### config.mk
export PLATFORM = sky130hd
export DESIGN_NAME = ud_counter_mod
export DESIGN_NICKNAME = d
export VERILOG_FILES = /design/src/rtl/ud_counter_pkg.sv /design/src/rtl/ud_step_alu.sv /design/src/rtl/ud_counter_mod.sv
export SDC_FILE = /design/constraint.sdc
export NUM_CORES = 1
export LEC_CHECK = 0
export BUFFER_PORTS_ARGS = -buffer_cell sky130_fd_sc_hd__buf_2
export CAP_MARGIN = 0
export CORE_MARGIN = 2
export CORE_UTILIZATION = 40
export CTS_BUF_LIST = sky130_fd_sc_hd__clkbuf_4 sky130_fd_sc_hd__clkbuf_8 sky130_fd_sc_hd__clkbuf_16
export DETAILED_ROUTE_END_ITERATION = 6
export PLACE_DENSITY = 0.73
export SLEW_MARGIN = 20
export SYNTH_ARGS = -nofsm -noshare
export SYNTH_HDL_FRONTEND = slang
export SYNTH_SLANG_ARGS = --single-unit
### constraint.sdc
create_clock -name CLK -period 3.35 [get_ports CLK]
set_clock_uncertainty 0.1 [all_clocks]
set_input_delay 0.335 -clock CLK [delete_from_list [all_inputs] [get_ports CLK]]
set_output_delay 0.335 -clock CLK [all_outputs]
set_load 0.03 [all_outputs]
### src/rtl/ud_counter_pkg.sv
// ---------------------------------------------------------------------------
// ud_counter_pkg
// Shared constants and helpers for the modulo up/down counter.
//   UP / DOWN          : encodings of the UD direction input
//   MODE_WRAP/MODE_SAT : encodings of the SAT mode input
//   sum_w()            : width of the internal sums (counter width + 1), so
//                        that no step result can silently wrap mod 2^W
// ---------------------------------------------------------------------------
package ud_counter_pkg;

  localparam logic UP        = 1'b1;
  localparam logic DOWN      = 1'b0;
  localparam logic MODE_WRAP = 1'b0;
  localparam logic MODE_SAT  = 1'b1;

  function automatic int sum_w(input int w);
    return w + 1;
  endfunction

endpackage

### src/rtl/ud_step_alu.sv
// ---------------------------------------------------------------------------
// ud_step_alu
// Purely combinational next-value computation for one count step.
// Ports:
//   Q     [W-1:0]  in  current count
//   STEP  [SW-1:0] in  step magnitude
//   LIMIT [W-1:0]  in  top of the count range 0..LIMIT
//   UD             in  1 = up, 0 = down
//   SAT            in  1 = saturate, 0 = wrap
//   NQ    [W-1:0]  out count after this step
//   BND            out boundary event (wrap, saturate or illegal-state clamp)
// ---------------------------------------------------------------------------
module ud_step_alu
  import ud_counter_pkg::*;
#(
  parameter int W  = 4,
  parameter int SW = 2
) (
  input  logic [W-1:0]  Q,
  input  logic [SW-1:0] STEP,
  input  logic [W-1:0]  LIMIT,
  input  logic          UD,
  input  logic          SAT,
  output logic [W-1:0]  NQ,
  output logic          BND
);

  localparam int XW = sum_w(W);

  // Wrapped result going up: the excess above LIMIT re-enters at 0.
  function automatic logic [W-1:0] wrap_up(input logic [XW-1:0] sum,
                                           input logic [XW-1:0] lim1);
    logic [XW-1:0] r;
    r = sum - lim1;
    return r[W-1:0];
  endfunction

  // Wrapped result going down: the deficit below 0 re-enters at LIMIT.
  function automatic logic [W-1:0] wrap_dn(input logic [XW-1:0] qx,
                                           input logic [XW-1:0] lim1,
                                           input logic [XW-1:0] sx);
    logic [XW-1:0] r;
    r = qx + lim1 - sx;
    return r[W-1:0];
  endfunction

  // Saturated result: pinned to the boundary in the direction of travel.
  function automatic logic [W-1:0] sat_edge(input logic ud,
                                            input logic [W-1:0] lim);
    return (ud == UP) ? lim : '0;
  endfunction

  logic [XW-1:0] qx;
  logic [XW-1:0] sx;
  logic [XW-1:0] lim;
  logic [XW-1:0] lim1;
  logic [XW-1:0] sum;

  always_comb begin
    qx   = {1'b0, Q};
    sx   = XW'(STEP);
    lim  = {1'b0, LIMIT};
    lim1 = lim + XW'(1);
    sum  = qx + sx;
    NQ   = Q;
    BND  = 1'b0;
    if (sx == '0) begin
      // Zero step: hold, never a boundary event.
      NQ  = Q;
      BND = 1'b0;
    end else if ((qx > lim) || ((SAT == MODE_WRAP) && (sx > lim1))) begin
      // Out-of-range count (LIMIT lowered mid-count) or a wrap step larger
      // than the whole range: no meaningful wrap exists, so clamp.
      NQ  = sat_edge(UD, LIMIT);
      BND = 1'b1;
    end else if (UD == UP) begin
      if (sum <= lim) begin
        NQ = sum[W-1:0];
      end else begin
        BND = 1'b1;
        NQ  = (SAT == MODE_SAT) ? sat_edge(UD, LIMIT) : wrap_up(sum, lim1);
      end
    end else begin
      if (sx <= qx) begin
        NQ = Q - sx[W-1:0];
      end else begin
        BND = 1'b1;
        NQ  = (SAT == MODE_SAT) ? sat_edge(UD, LIMIT) : wrap_dn(qx, lim1, sx);
      end
    end
  end

endmodule

### src/rtl/ud_counter_mod.sv
// ---------------------------------------------------------------------------
// ud_counter_mod
// Modulo up/down counter with runtime LIMIT, programmable STEP, wrap or
// saturate mode, terminal count, carry/borrow pulse and sticky overflow.
// Optional build macro: UD_COUNTER_PRESCALE_EN -- divides CE by PRESCALE so
// a count step happens only on every PRESCALE-th enabled cycle.
// Ports:
//   CLK            in  rising-edge clock
//   RST_N          in  asynchronous active-low reset
//   CLR            in  synchronous clear (highest priority)
//   CE             in  count enable
//   LD             in  synchronous load (does not need CE)
//   D     [W-1:0]  in  load value
//   UD             in  1 = up, 0 = down
//   STEP  [SW-1:0] in  step magnitude
//   LIMIT [W-1:0]  in  count range 0..LIMIT
//   SAT            in  1 = saturate, 0 = wrap
//   Q     [W-1:0]  out registered count
//   TC             out combinational terminal count / cascade enable
//   CO             out registered one-cycle boundary event pulse
//   OVF            out registered sticky boundary/clamp flag
// ---------------------------------------------------------------------------
module ud_counter_mod
  import ud_counter_pkg::*;
#(
  parameter int W        = 4,
  parameter int SW       = 2,
  parameter int PRESCALE = 1
) (
  input  logic          CLK,
  input  logic          RST_N,
  input  logic          CLR,
  input  logic          CE,
  input  logic          LD,
  input  logic [W-1:0]  D,
  input  logic          UD,
  input  logic [SW-1:0] STEP,
  input  logic [W-1:0]  LIMIT,
  input  logic          SAT,
  output logic [W-1:0]  Q,
  output logic          TC,
  output logic          CO,
  output logic          OVF
);

  if (PRESCALE < 1) begin : g_prescale_check
    $error("ud_counter_mod: PRESCALE must be >= 1");
  end

  logic [W-1:0] q_p1;
  logic         co_p1;
  logic         ovf_p1;
  logic [W-1:0] alu_q;
  logic         alu_bnd;
  logic         step_en;
  logic         psc_tc;

  ud_step_alu #(
    .W  (W),
    .SW (SW)
  ) u_alu (
    .Q     (q_p1),
    .STEP  (STEP),
    .LIMIT (LIMIT),
    .UD    (UD),
    .SAT   (SAT),
    .NQ    (alu_q),
    .BND   (alu_bnd)
  );

`ifdef UD_COUNTER_PRESCALE_EN
  localparam int PW = (PRESCALE > 1) ? $clog2(PRESCALE) : 1;

  logic [PW-1:0] psc_p1;

  assign psc_tc = (psc_p1 == PW'(PRESCALE - 1));

  always_ff @(posedge CLK or negedge RST_N) begin
    if (!RST_N) begin
      psc_p1 <= '0;
    end else if (CLR || LD) begin
      psc_p1 <= '0;
    end else if (CE) begin
      psc_p1 <= psc_tc ? '0 : psc_p1 + PW'(1);
    end
  end
`else
  assign psc_tc = 1'b1;
`endif

  assign step_en = CE && psc_tc;

  // ---- input -> registered count/flags (one cycle) ----
  always_ff @(posedge CLK or negedge RST_N) begin
    if (!RST_N) begin
      q_p1   <= '0;
      co_p1  <= 1'b0;
      ovf_p1 <= 1'b0;
    end else if (CLR) begin
      q_p1   <= '0;
      co_p1  <= 1'b0;
      ovf_p1 <= 1'b0;
    end else if (LD) begin
      co_p1 <= 1'b0;
      if (D > LIMIT) begin
        // Out-of-range load is clamped and flagged.
        q_p1   <= LIMIT;
        ovf_p1 <= 1'b1;
      end else begin
        q_p1   <= D;
        ovf_p1 <= 1'b0;
      end
    end else if (step_en) begin
      q_p1   <= alu_q;
      co_p1  <= alu_bnd;
      ovf_p1 <= ovf_p1 | alu_bnd;
    end else begin
      co_p1 <= 1'b0;
    end
  end

  assign Q   = q_p1;
  assign CO  = co_p1;
  assign OVF = ovf_p1;
  assign TC  = step_en &&
               (((UD == UP) && (q_p1 == LIMIT)) || ((UD == DOWN) && (q_p1 == '0)));

endmodule

==> results of run 1 <==
## layer usage
metal	wire, um	GRT usage [%]
met3	229	1.351
met4	108	5.867
met2	1999	34.00
met5	0	0
met1	1918	27.70
## what timing repair did
item                       CTS  global route
hold buffers                 1             0
gates resized for setup      0             4
setup endpoints to repair    0             2
hold endpoints to repair     6             0
## critical path, cell delays in order (launching register included)
cell      delay (ns)
dfrtp_2         0.44
ha_1            0.33
nor2b_1         0.13
o21ai_1         0.08
xor2_1          0.25
inv_1           0.15
ha_4            0.25
and4b_1         0.20
o21a_1          0.21
and2_1          0.20
a211oi_1        0.22
o311ai_0        0.14
a221o_1         0.36
## path summary, 6_finish.rpt
kind	cells past startpoint	end	startpoint
max in group asynchronous	2	Q[1]	RST_N
hold / removal	2	CO	CLR
setup / recovery	12	Q[1]	Q[1]
setup reg to reg	12	Q[1]	Q[1]
hold reg to reg	2	OVF	OVF
min in group asynchronous	2	CO	RST_N
## placed cells by master (no fill, tap or decap), types with 3 or more instances in the layout
cell / synthesis / routed
nor2b_1: 8 / 8
a211oi_1: 5 / 4
nor3_1: 3 / 3
inv_1: 20 / 20
buf_2: 2 / 23
mux2i_1: 4 / 4
a21oi_1: 9 / 9
o21ai_0: 9 / 9
nand2_1: 8 / 8
dfrtp_1: 6 / 5
fa_1: 5 / 5
a21o_1: 4 / 4
xnor2_1: 6 / 6
clkbuf_8: 0 / 3
a221o_1: 4 / 4
ha_1: 27 / 26
buf_4: 1 / 10
nand3_1: 4 / 4
o21ai_1: 3 / 3
nor2_1: 9 / 9
## area by class of cell
cell class | instances | area (sq um)
fill | 355 | 1859
timing repair buffer | 34 | 200.2
multi-input combinational | 149 | 1329
tap | 48 | 60.06
inverter | 20 | 75.07
clock buffer | 3 | 41.29
sequential | 6 | 151.4
## report_power, final
group | switching (mW) | internal [mW]
Combinational | 0.320 | 0.254
Clock | 0.0318 | 0.0773
Sequential | 0.00853 | 0.0828
Total | 0.361 | 0.414
## state kept, by name, indices dropped and copies added, names as in the netlist
register / cells
CO: 1
OVF: 1
Q: 4
## cells in the mapped netlist, types with 2 or more instances
library cell / count
o21ai_0: 9
o41ai_1: 2
and4b_1: 2
nand3_1: 4
inv_1: 20
a211oi_1: 5
xor2_1: 2
o21a_1: 2
and2_1: 2
buf_2: 2
nand2_1: 8
clkbuf_1: 2
mux2i_1: 4
a21oi_1: 9
fa_1: 5
dfrtp_1: 6
a221o_1: 4
o21ai_1: 3
a221oi_1: 2
a21o_1: 4
nor3_1: 3
and4_1: 2
nor2b_1: 8
xnor2_1: 6
nor2_1: 9
ha_1: 27
## stage by stage
stage | area [sq um] | setup slack, ns
after floorplan | 1565 | 0.002335
after global placement | 1779 | 0.1552
after detailed placement | 1779 | 0.05816
after CTS | 1831 | 0.1014
after global routing | 1857 | -0.04108
final | 1857 | 0.1522
## cells by family after synthesis
group	after synthesis	share of synthesized area, %
adder cells (fa/ha/maj)	32	27.98
AND/OR/NAND/NOR	45	15.99
flip-flops	6	9.592
multiplexers	5	3.277
XOR/XNOR	10	6.955
AO/OA/AOI/OAI	57	29.10
buffers and inverters	26	7.115
==> impl_metrics.py, run 1 <==
metrics = {
    "final_layout": {
        "final_util_pct": 49.97,
        "drive_above_1_share_pct": 23.58,
        "antenna_cells": 0,
        "final_cells": 260,
        "area_delta_synth_final_pct": 18.63,
        "layout.nets": 263,
    },
    "worst_setup_path": {
        "path_class": "register to register",
        "cp.required_ns": 3.35,
        "cp-start-kind": "register",
        "critical_path.max_fanout": 5,
        "reg2reg_slack_ns": 0.15,
        "worstPathArrival_ns": 3.19,
        "endpoint_kind": "register",
    },
    "drt": {
        "routed_wl_um": 4256,
        "wl_per_cell_um": 16.37,
        "viasPerCell": 5.746,
        "ant_nets": 0,
        "drcViolationCount": 0,
        "vias": 1494,
        "dr.pass1.iters": 4,
        "drt_iter0_markers": 117,
    },
    "timing": {
        "tightest_slew_ns": 0.5196,
        "finalSetupTns_ns": 0,
        "slew_headroom_pct": 64.46,
        "finalCriticalPeriod_ns": 3.198,
        "holdWs_ns": 0.2727,
        "finalSetupViolCount": 0,
        "finalCritPeriodShare_pct": 95.46,
        "fmax_ghz": 0.3127,
        "finalMaxSlewViolations": 0,
        "hold_viol": 0,
    },
    "yosys": {
        "ys_async_sr_fraction_pct": 100.0,
        "synth_nets": 230,
        "syn_area_sq_mm": 0.001565,
        "syn_inst": 181,
        "ys_seq_area_share_pct": 9.592,
        "synthTopCellsByArea": "ha_1 22%, dfrtp_1 9.6%, fa_1 6.4%",
        "syn_avg_cell_area_sq_um": 8.648,
        "ys_warn_count": 0,
        "synth_top_area_cell": "ha_1",
        "synth_seq_cells": 6,
        "synth_edf_count": 0,
        "synth_top_area_share_pct": 21.58,
        "ys.flop_type": "dfrtp_1",
        "synth_cell_type_count": 55,
    },
    "clocking": {
        "postCtsSetupBuffers": 0,
        "clock_latency_ns": 0.22,
        "cts-buffers-inserted": 3,
        "cts_num_sinks": 6,
        "clock_path_buffers": 2,
        "root_buffer": "clkbuf_8",
        "htree_levels": 1,
        "tritoncts": "yes",
        "path_clk_slew_ns": 0.04,
    },
    "die": {
        "coreArea_sq_mm": 0.003716,
        "ios": 24,
        "start_util_pct": 42.12,
        "die_x_um": 66.56,
        "rows": 22,
        "die_h_um": 66.56,
        "dieArea_sq_mm": 0.004430,
    },
    "place": {
        "gp_congestion": 0.8820,
        "detailedPlacementHpwl_um": 3476,
        "io_buffers": 23,
        "dpl.cell_count": 256,
    },
    "power_and_ir_drop": {
        "power.density_mw_per_mm2": 417.3,
        "power_leakage_nw": 0.8880,
        "max-vdd-ir-drop_mv": 0.1463,
        "total_power_mw": 0.7748,
    },
    "outcome": {
        "status": "complete, no violations",
    },
    "worst_hold_path": {
        "hp-class": "input pin to register",
    },
    "global_routing": {
        "grt_pass1_vias": 1446,
        "antenna_found_initial": 0,
        "grt.overflow.total": 0,
        "grt_pass1_wl_um": 6844,
        "gr-usage-all-layers_pct": 20.23,
        "grt_max_degree": 15,
    },
    "flow_run": {
        "cap_violations": 0,
    },
}
Note: power is estimated with default switching activity, not from simulation.
==> run 2, diff against run 1 <==
--- a/config.mk
+++ b/config.mk
@@ -11,8 +11,9 @@
 export CORE_UTILIZATION = 40
 export CTS_BUF_LIST = sky130_fd_sc_hd__clkbuf_4 sky130_fd_sc_hd__clkbuf_8 sky130_fd_sc_hd__clkbuf_16
 export DETAILED_ROUTE_END_ITERATION = 6
-export PLACE_DENSITY = 0.73
+export PLACE_DENSITY = 0.72
 export SLEW_MARGIN = 20
 export SYNTH_ARGS = -nofsm -noshare
 export SYNTH_HDL_FRONTEND = slang
+export SYNTH_HIERARCHICAL = 1
 export SYNTH_SLANG_ARGS = --single-unit
==> impl_metrics.py, run 2 <==
metrics = {
    "global_routing": {
        "grt_pass1_vias": 1715,
        "grt.overflow.total": 0,
        "gr-usage-all-layers_pct": 20.30,
        "grt_max_degree": 14,
        "antenna_found_initial": 0,
        "grt_pass1_wl_um": 8086,
    },
    "final_layout": {
        "layout.nets": 296,
        "antenna_cells": 0,
        "drive_above_1_share_pct": 23.67,
        "mostFrequentLayoutCell": "ha_1",
        "area_delta_synth_final_pct": 19.94,
        "final_cell_mix": "25 x ha_1, 24 x inv_1, 23 x buf_2, 18 x nand2_1",
        "final_util_pct": 50.26,
        "final_cells": 295,
        "largest_reg_flops": 4,
    },
    "clocking": {
        "path_clk_slew_ns": 0.04,
        "cts-buffers-inserted": 3,
        "clock_latency_ns": 0.22,
        "root_buffer": "clkbuf_8",
        "cts_num_sinks": 6,
        "clock_path_buffers": 2,
        "tritoncts": "yes",
        "htree_levels": 1,
    },
    "worst_setup_path": {
        "cp-start-kind": "register",
        "timing.rr.start": "Q[0]",
        "r2r-end": "Q[3]",
        "endpoint_kind": "register",
        "critical_path.max_fanout": 6,
        "rr_worst_depth": 14,
        "path_class": "register to register",
        "reg2reg_slack_ns": 0.14,
        "cp-endpoint": "Q[3]",
        "worstPathArrival_ns": 3.23,
        "setup.worst_path.start": "Q[0]",
        "cp.required_ns": 3.37,
    },
    "yosys": {
        "synth_cell_type_count": 56,
        "synth-compound-area-share_pct": 29.51,
        "syn_inst": 208,
        "ys_warn_count": 6,
        "synth_top_area_cell": "ha_1",
        "synth_top_family_by_area": "compound AO/OA/AOI/OAI gates",
        "synth_nets": 257,
        "synth_common_cells": "27 x ha_1, 24 x inv_1, 18 x nand2_1",
        "synthMuxAreaShare_pct": 1.251,
        "synth_top_area_share_pct": 19.87,
        "yosys.area_share.adder_pct": 25.75,
        "yosys.area_share.simple_pct": 19.87,
        "yosys.cell_count.top_type": "ha_1",
        "ys_seq_area_share_pct": 8.830,
        "syn_avg_cell_area_sq_um": 8.175,
        "synth_seq_cells": 6,
        "synth_edf_count": 0,
        "syn_area_sq_mm": 0.001700,
        "ys_async_sr_fraction_pct": 100.0,
        "synthTopCellsByArea": "ha_1 20%, dfrtp_1 8.8%, fa_1 5.9%",
        "ys.flop_type": "dfrtp_1",
        "synth_xor_area_share_pct": 7.800,
    },
    "die": {
        "die_h_um": 69.20,
        "rows": 23,
        "ios": 24,
        "start_util_pct": 41.91,
        "die_x_um": 69.20,
        "dieArea_sq_mm": 0.004789,
        "coreArea_sq_mm": 0.004058,
    },
    "drt": {
        "vias": 1750,
        "ant_nets": 0,
        "drcViolationCount": 0,
        "drt_iter0_markers": 146,
        "dr.pass1.iters": 5,
        "viasPerCell": 5.932,
        "wl_per_cell_um": 16.71,
        "routed_wl_um": 4929,
    },
    "power_and_ir_drop": {
        "power.density_mw_per_mm2": 346.9,
        "power_leakage_nw": 0.9970,
        "max-vdd-ir-drop_mv": 0.2459,
    },
    "outcome": {
        "status": "complete, no violations",
    },
    "flow_run": {
        "cap_violations": 0,
    },
    "place": {
        "detailedPlacementHpwl_um": 3886,
        "dpl.cell_count": 287,
        "io_buffers": 23,
        "dp_slack_ns": 0.01381,
        "gp_congestion": 0.9412,
    },
    "timing": {
        "finalCriticalPeriod_ns": 3.208,
        "finalSetupViolCount": 0,
        "finalCritPeriodShare_pct": 95.77,
        "holdWs_ns": 0.2280,
        "tightest_slew_ns": 0.4581,
        "fin_ws_ns": 0.1417,
        "hold_viol": 0,
        "finalMaxSlewViolations": 0,
        "slew_headroom_pct": 69.35,
        "fmax_ghz": 0.3117,
    },
    "worst_hold_path": {
        "hp-class": "input pin to register",
    },
}
## run 2: how the worst min path moves through the flow
stage,startpoint,end,cells past startpoint
after floorplan,RST_N,CO,0
after global placement,RST_N,OVF,1
after detailed placement,RST_N,OVF,1
after CTS,CLR,OVF,2
after global routing,CLR,OVF,2
final,CLR,OVF,2
## run 2: cells by family after synthesis
kind of cell,count (synthesis)
AOI/OAI and AO/OA,67
and+or+nand+nor,62
adders and majority gates,32
buffers and inverters,30
xor gates and xnor gates,9
DFF,6
muxes,2
## run 2: report_power, final
part / switching (mW) / total [mW] / leakage [nW] / internal (mW)
registers: 0.0145 / 0.0951 / 0.0778 / 0.0806
clock network: 0.0270 / 0.104 / 0.0216 / 0.0768
logic: 0.280 / 0.508 / 0.898 / 0.228
total: 0.322 / 0.707 / 0.997 / 0.386
## run 2: worst max-delay path, stage by stage, from the launching register on
cell	delay [ns]
dfrtp_1	0.40
ha_2	0.21
fa_2	0.37
xor2_1	0.31
ha_1	0.33
nand4b_1	0.17
o21ai_2	0.08
buf_4	0.16
a21oi_1	0.20
o221ai_1	0.15
o22ai_1	0.15
nand2_1	0.07
o21ai_0	0.10
nand2_1	0.10
a221oi_2	0.23
## run 2: metrics by stage
step,area [sq um],setup TNS (ns),power (mW)
6_report,2039,0,0.7075
5_1_grt,2039,-0.01817,0.7655
4_1_cts,1987,0,0.6809
3_5_place_dp,1936,0,0.5704
3_3_place_gp,1936,0,0.5594
2_1_floorplan,1700,0,0.4322
## run 2: timing repair
item                                    4_1_cts  5_1_grt
endpoints found under the setup margin        0        3
setup buffers                                 0        4
hold endpoints to repair                      6        0
resized for setup                             0        5
hold buffers                                  1        0
## run 2: metal layers
metal,wire [um],part of all wire [%],up-vias,GRT usage (%)
met3,313,6.4,12,2.326
met1,2170,44,805,27.58
met2,2367,48,84,33.33
met4,78,1.6,0,6.972
met5,0,0,-,0
li1,-,-,849,-
## run 2: area by class of cell
cell class                 count  area (sq um)
fill                         396          2018
multi-input combinational    172          1453
timing repair buffer          39         237.7
sequential                     6         151.4
inverter                      25         93.84
tap                           50         62.56
clock buffer                   3         41.29
